File: src/rtl/uart_pkg.sv
// Shared types and constants for the parametrised UART blocks.
package uart_pkg;

    typedef enum logic [2:0] {
        IDLE,
        START,
        DATA,
        PARITY,
        STOP,
        BREAK_WAIT
    } state_t;

    localparam int DATA_BITS_MIN = 5;
    localparam int DATA_BITS_MAX = 9;

endpackage

File: src/rtl/uart_sync2.sv
// Two-flop synchroniser for asynchronous inputs; resets to the idle-high level.
module uart_sync2 (
    input  logic clk,
    input  logic rst,
    input  logic d,
    output logic q
);

    logic meta;

    always_ff @(posedge clk or posedge rst) begin
        if (rst) begin
            meta <= 1'b1;
            q    <= 1'b1;
        end else begin
            meta <= d;
            q    <= meta;
        end
    end

endmodule

File: src/rtl/uart_rx_param.sv
// Oversampling UART receiver with configurable framing and a valid/ready output slot.
module uart_rx_param
    import uart_pkg::*;
#(
    parameter int DATA_BITS  = 8,
    parameter int OVERSAMPLE = 16,
    parameter int PARITY_EN  = 0,
    parameter int PARITY_ODD = 0,
    parameter int STOP_BITS  = 1
) (
    input  logic                 clk,
    input  logic                 rst,
    input  logic                 baud_tick,
    input  logic                 uart_rx,
    output logic [DATA_BITS-1:0] out_data,
    output logic                 out_valid,
    input  logic                 out_ready,
    output logic                 frame_err,
    output logic                 parity_err,
    output logic                 overrun_err
);

    localparam int TW = $clog2(OVERSAMPLE);
    localparam logic [TW-1:0] HALF = TW'(OVERSAMPLE / 2 - 1);
    localparam logic [TW-1:0] LAST = TW'(OVERSAMPLE - 1);

    logic                 rx_s;
    state_t               state, state_n;
    logic [TW-1:0]        tick_cnt, tick_n;
    logic [3:0]           bit_cnt, bit_n;
    logic [DATA_BITS-1:0] shreg, shreg_n;
    logic                 stop_bad, stop_bad_n;
    logic                 par_bad, par_bad_n;
    logic                 complete;
    logic                 slot_free;

    uart_sync2 u_sync (
        .clk (clk),
        .rst (rst),
        .d   (uart_rx),
        .q   (rx_s)
    );

    always_ff @(posedge clk or posedge rst) begin
        if (rst) begin
            state    <= IDLE;
            tick_cnt <= '0;
            bit_cnt  <= '0;
            shreg    <= '0;
            stop_bad <= 1'b0;
            par_bad  <= 1'b0;
        end else begin
            state    <= state_n;
            tick_cnt <= tick_n;
            bit_cnt  <= bit_n;
            shreg    <= shreg_n;
            stop_bad <= stop_bad_n;
            par_bad  <= par_bad_n;
        end
    end

    always_comb begin
        state_n    = state;
        tick_n     = tick_cnt;
        bit_n      = bit_cnt;
        shreg_n    = shreg;
        stop_bad_n = stop_bad;
        par_bad_n  = par_bad;
        complete   = 1'b0;
        unique case (state)
            IDLE: begin
                if (!rx_s) begin
                    state_n = START;
                    tick_n  = '0;
                end
            end
            START: begin
                if (baud_tick) begin
                    if (tick_cnt == HALF) begin
                        // Still low at half a bit: a real start bit
                        if (!rx_s) begin
                            state_n    = DATA;
                            tick_n     = '0;
                            bit_n      = '0;
                            shreg_n    = '0;
                            stop_bad_n = 1'b0;
                            par_bad_n  = 1'b0;
                        end else begin
                            state_n = IDLE;
                        end
                    end else begin
                        tick_n = tick_cnt + 1'b1;
                    end
                end
            end
            DATA: begin
                if (baud_tick) begin
                    if (tick_cnt == LAST) begin
                        tick_n = '0;
                        for (int i = 0; i < DATA_BITS; i++) begin
                            if (bit_cnt == 4'(i)) shreg_n[i] = rx_s;
                        end
                        if (bit_cnt == 4'(DATA_BITS - 1)) begin
                            bit_n   = '0;
                            state_n = (PARITY_EN != 0) ? PARITY : STOP;
                        end else begin
                            bit_n = bit_cnt + 1'b1;
                        end
                    end else begin
                        tick_n = tick_cnt + 1'b1;
                    end
                end
            end
            PARITY: begin
                if (baud_tick) begin
                    if (tick_cnt == LAST) begin
                        tick_n    = '0;
                        par_bad_n = ((^shreg) ^ rx_s) != (PARITY_ODD != 0);
                        state_n   = STOP;
                    end else begin
                        tick_n = tick_cnt + 1'b1;
                    end
                end
            end
            STOP: begin
                if (baud_tick) begin
                    if (tick_cnt == LAST) begin
                        tick_n     = '0;
                        stop_bad_n = stop_bad | ~rx_s;
                        if (bit_cnt == 4'(STOP_BITS - 1)) begin
                            complete = 1'b1;
                            bit_n    = '0;
                            state_n  = stop_bad_n ? BREAK_WAIT : IDLE;
                        end else begin
                            bit_n = bit_cnt + 1'b1;
                        end
                    end else begin
                        tick_n = tick_cnt + 1'b1;
                    end
                end
            end
            BREAK_WAIT: begin
                if (rx_s) state_n = IDLE;
            end
            default: state_n = IDLE;
        endcase
    end

    assign slot_free = !out_valid || out_ready;

    always_ff @(posedge clk or posedge rst) begin
        if (rst) begin
            out_data    <= '0;
            out_valid   <= 1'b0;
            frame_err   <= 1'b0;
            parity_err  <= 1'b0;
            overrun_err <= 1'b0;
        end else begin
            overrun_err <= complete && !slot_free;
            if (complete && slot_free) begin
                out_data   <= shreg;
                frame_err  <= stop_bad_n;
                parity_err <= par_bad;
                out_valid  <= 1'b1;
            end else if (out_valid && out_ready) begin
                out_valid <= 1'b0;
            end
        end
    end

endmodule

File: config.mk
export PLATFORM = sky130hd
export DESIGN_NAME = uart_rx_param
export DESIGN_NICKNAME = d
export VERILOG_FILES = /design/src/rtl/uart_pkg.sv /design/src/rtl/uart_sync2.sv /design/src/rtl/uart_rx_param.sv
export SDC_FILE = /design/constraint.sdc
export NUM_CORES = 1
export LEC_CHECK = 0
export ABC_AREA = 0
export CAP_MARGIN = 10
export CORE_UTILIZATION = 51
export CTS_CLUSTER_DIAMETER = 60
export DETAILED_ROUTE_END_ITERATION = 16
export GPL_TIMING_DRIVEN = 0
export PLACE_DENSITY = 0.85
export SLEW_MARGIN = 15
export SYNTH_ARGS = -nofsm -noshare
export SYNTH_HDL_FRONTEND = slang
export SYNTH_SLANG_ARGS = --single-unit
File: constraint.sdc
create_clock -name clk -period 2.3 [get_ports clk]
set_input_delay 0.345 -clock clk [delete_from_list [all_inputs] [get_ports clk]]
set_output_delay 0.345 -clock clk [all_outputs]
set_load 0.05 [all_outputs]
==> out/metrics.cfg, run 1 <==
[status]
status=complete, no violations

[routing]
avgViaCountPerCell=5.73
route.detailed.drc=0
wirelength_routed_um=3700
drt_pass1_iterations=6
wl_per_cell_um=14.2
via_count=1495
count_of_antenna_violating_nets_left_after_detailed_routing=0
violation_count_after_the_first_detailed_routing_iteration=38

[synth]
synth-edff-count=0
syn_nets=201
ys_async_sr_fraction_pct=100
synth.area.top_cells=sky130_fd_sc_hd__dfrtp_1, sky130_fd_sc_hd__mux2_2, sky130_fd_sc_hd__o21ai_0
ys_ff_latch=35
ys.warnings.count=0
yosysSeqAreaShare_pct=46.0
ys.flop_type=sky130_fd_sc_hd__dfrtp_1
synth_area_per_cell_um2=9.99
syn-cell-area_um2=1910
postSynthCellCount=191
synth_cell_types=47
synth_top_area_share_pct=43.3
netlist.top_cell.by_area=sky130_fd_sc_hd__dfrtp_1

[sta]
final_hold_viol_count=0
period_needed_ns=2.26
final.hold.worst_slack_ns=0.356
post-route-period-util_pct=98.1
setup_viol_count_final=0
max_clock_freq_mhz=443
relSlewSlack_pct=54.2
final.setup_skew_ns=0.00716
final-max-slew-violation-count=0
worst-slew-pin-transition_ns=0.686

[min_path]
worst_hold_path_type=register to register
hold_path_startpoint=u_sync.meta$_DFF_PP1_
min_to=u_sync.q$_DFF_PP1_
min_path_cells=0

[setup_path]
reg2reg_from=bit_cnt[1]$_DFFE_PP0P_
start_kind=register
timing.rr.end=state[2]$_DFFE_PP0P_
crit_fanout=4
critical_path_required_ns=2.47
cp_slowest_stage_delay_ns=0.54
crit_start=bit_cnt[1]$_DFFE_PP0P_
regToRegSetupSlack_ns=0.04
cp_num_buf_inv=1
critical-path-slowest-cell=sky130_fd_sc_hd__or4_4
crit_chain=inv_2, ha_4, or3b_4, a22o_4, or4_4, mux2_4
timing.critical_path.depth=6
rr_worst_depth=6
end_kind=register
cp_top_family=simple AND/OR/NAND/NOR gates
crit_arrival_ns=2.43
timing_worst_setup_path_type=register to register

[power_and_ir_drop]
internal-power_w=0.00116
power_density_nw_per_um2=751
power.share.clock_pct=25.6
leakagePower_nw=1.00
power.switching_fraction_pct=32.4
power.share.sequential_pct=43.5
net-switching-power_w=0.000555
share_comb_of_total_power_pct=30.8
finalPower_w=0.00171
maximum_vdd_drop_mv=0.419

[finish]
final_layout_size_suffix_gt1_share_pct=20.0
area_growth_syn_to_layout_pct=19.4
nets=225
n_diodes=0
layout.area.seq_um2=878
final.fill_count=279
layoutNonFillerInstCount=261
layout_commonest_cell=sky130_fd_sc_hd__dfrtp_1
multi_input_area_um2=1000
layout.cells.most_common_list=sky130_fd_sc_hd__dfrtp_1, sky130_fd_sc_hd__o21ai_0, sky130_fd_sc_hd__clkdlybuf4s50_1

[cts]
clock_sinks=35
clk-insertion-delay-late_ns=0.28
hold_buffers=0
clock_tree.htree_level_count=2
clock_tree.root_cell=sky130_fd_sc_hd__clkbuf_8
tritoncts=built
tritoncts.num_buffers=5
cts_max_path_buffers=2
clk_transition_reported_paths_ns=0.07

[placed_design]
port_buffers=15
placedCellCount=252
post-dp-hpwl_um=2600
weighted_congestion_reported_at_the_end_of_routability_driven_placement=0.918

[die]
floorplan.io_pins=17
die_area_um2=3990
design.core.area_um2=3470
initial_core_util_pct=55.0
die-height_um=63.2
floorplan.die.width_um=63.2
row_count=21

[global_route]
initial_antenna_violation_count=0
grt.total_usage_pct=20.3
vias_in_the_first_global_route=1467
grt.overflow.total=0
global_route_wire_length_before_repair_um=6320
largest_net_degree_at_the_start_of_global_routing=36

[run]
timing.max_cap.violations=0

## per-layer routing
| metal | GRT usage (%) | routed length (um) |
|---|---|---|
| met1 | 24.8 | 1660 |
| met2 | 33.7 | 1810 |
| met3 | 4.53 | 156 |
| met4 | 9.59 | 72 |
| met5 | 0 | 0 |
## synthesized netlist by cell type, types with 2 or more instances
master                     number
sky130_fd_sc_hd__nand3_1        9
sky130_fd_sc_hd__nand4_1        2
sky130_fd_sc_hd__ha_1           5
sky130_fd_sc_hd__a21oi_1       10
sky130_fd_sc_hd__nor2_1         9
sky130_fd_sc_hd__inv_1          9
sky130_fd_sc_hd__dfstp_2        2
sky130_fd_sc_hd__nand2_1        8
sky130_fd_sc_hd__nor3_1         2
sky130_fd_sc_hd__mux2_2        11
sky130_fd_sc_hd__nor3b_1        2
sky130_fd_sc_hd__a22o_1         2
sky130_fd_sc_hd__nor2b_1        4
sky130_fd_sc_hd__o21ai_0       24
sky130_fd_sc_hd__dfrtp_1       33
sky130_fd_sc_hd__o211ai_1       2
sky130_fd_sc_hd__clkbuf_1       8
sky130_fd_sc_hd__xor2_1         2
sky130_fd_sc_hd__o21a_1         4
sky130_fd_sc_hd__mux2_4         2
sky130_fd_sc_hd__nand3b_1       3
sky130_fd_sc_hd__nand2b_1       5
sky130_fd_sc_hd__xnor2_1        9
## cell families after synthesis
| kind of cell | Yosys count | share of synthesized area [%] |
|---|---|---|
| AO/OA/AOI/OAI | 53 | 16.9 |
| adder cells (fa/ha/maj) | 5 | 3.28 |
| buffers and inverters | 18 | 3.61 |
| AND/OR/NAND/NOR | 55 | 16.5 |
| XOR/XNOR | 11 | 5.05 |
| multiplexers | 14 | 8.66 |
| flip-flops | 35 | 46.0 |
## state kept, by name, summed over array words and instances (netlist names), 3 cells and up
register,cells
bit_cnt,4
out_data,8
shreg,8
state,3
tick_cnt,4
## metrics by stage
step                      setup TNS, ns  worst slack [ns]  utilization [%]  area (um^2)
after detailed placement          -1.73            -0.168             61.0         2120
after CTS                             0            0.0130             65.0         2260
after global placement            -1.10           -0.0964             61.0         2120
after floorplan                       0            0.0225                -         1910
final                                 0            0.0433             65.7         2280
after global routing            -0.0257           -0.0129             65.7         2280
## cell type report
cell class,instances,share of cell area [%]
flip-flops and latches,35,38.6
clock buffers,6,3.62
clock inverters,1,0.220
inverters,9,1.48
well taps,46,2.53
plain buffers,6,1.26
multi-input cells,138,44.1
repair buffers,20,8.24
## worst reg2reg max path, delay by kind of cell (launching register included)
| family | cells | cell delay (ns) |
|---|---|---|
| simple gates | 2 | 0.94 |
| mux | 1 | 0.31 |
| flops | 1 | 0.39 |
| fa+ha+maj | 1 | 0.13 |
| compound gates | 1 | 0.28 |
| buf+inv | 1 | 0.09 |
## power by group through the flow
stage | clock (W) | sequential, W | combinational (W)
after floorplan | 0 | 0.000728 | 0.000357
after global placement | 0 | 0.000742 | 0.000428
after detailed placement | 0 | 0.000743 | 0.000434
after CTS | 0.000449 | 0.000728 | 0.000507
after global routing | 0.000476 | 0.000755 | 0.000596
final | 0.000439 | 0.000745 | 0.000528
## timing repair
item / 4_1_cts / 5_1_grt
gates resized for setup: 5 / 9
endpoints found under the setup margin: 12 / 21
setup buffers: 4 / 1
pin swaps: 2 / 1
## how the worst max path moves through the flow
stage                     slack [ns]                       to
after floorplan                 0.02     state[0]$_DFFE_PP0P_
after global placement          -0.1  out_data[4]$_DFFE_PP0P_
after detailed placement       -0.17  out_data[4]$_DFFE_PP0P_
after CTS                       0.01     state[2]$_DFFE_PP0P_
after global routing           -0.01     state[0]$_DFFE_PP0P_
final                           0.04     state[2]$_DFFE_PP0P_
Power figures use the tool's default switching activity.
==> inputs of run 2 (changes only) <==
--- a/config.mk
+++ b/config.mk
@@ -11,6 +11,7 @@
 export CTS_CLUSTER_DIAMETER = 60
 export DETAILED_ROUTE_END_ITERATION = 16
 export GPL_TIMING_DRIVEN = 0
+export HOLD_SLACK_MARGIN = 0.05
 export PLACE_DENSITY = 0.85
 export SLEW_MARGIN = 15
 export SYNTH_ARGS = -nofsm -noshare
==> results of run 2 <==
No change in the layout: final DEF, timing and power equal those of run 1.
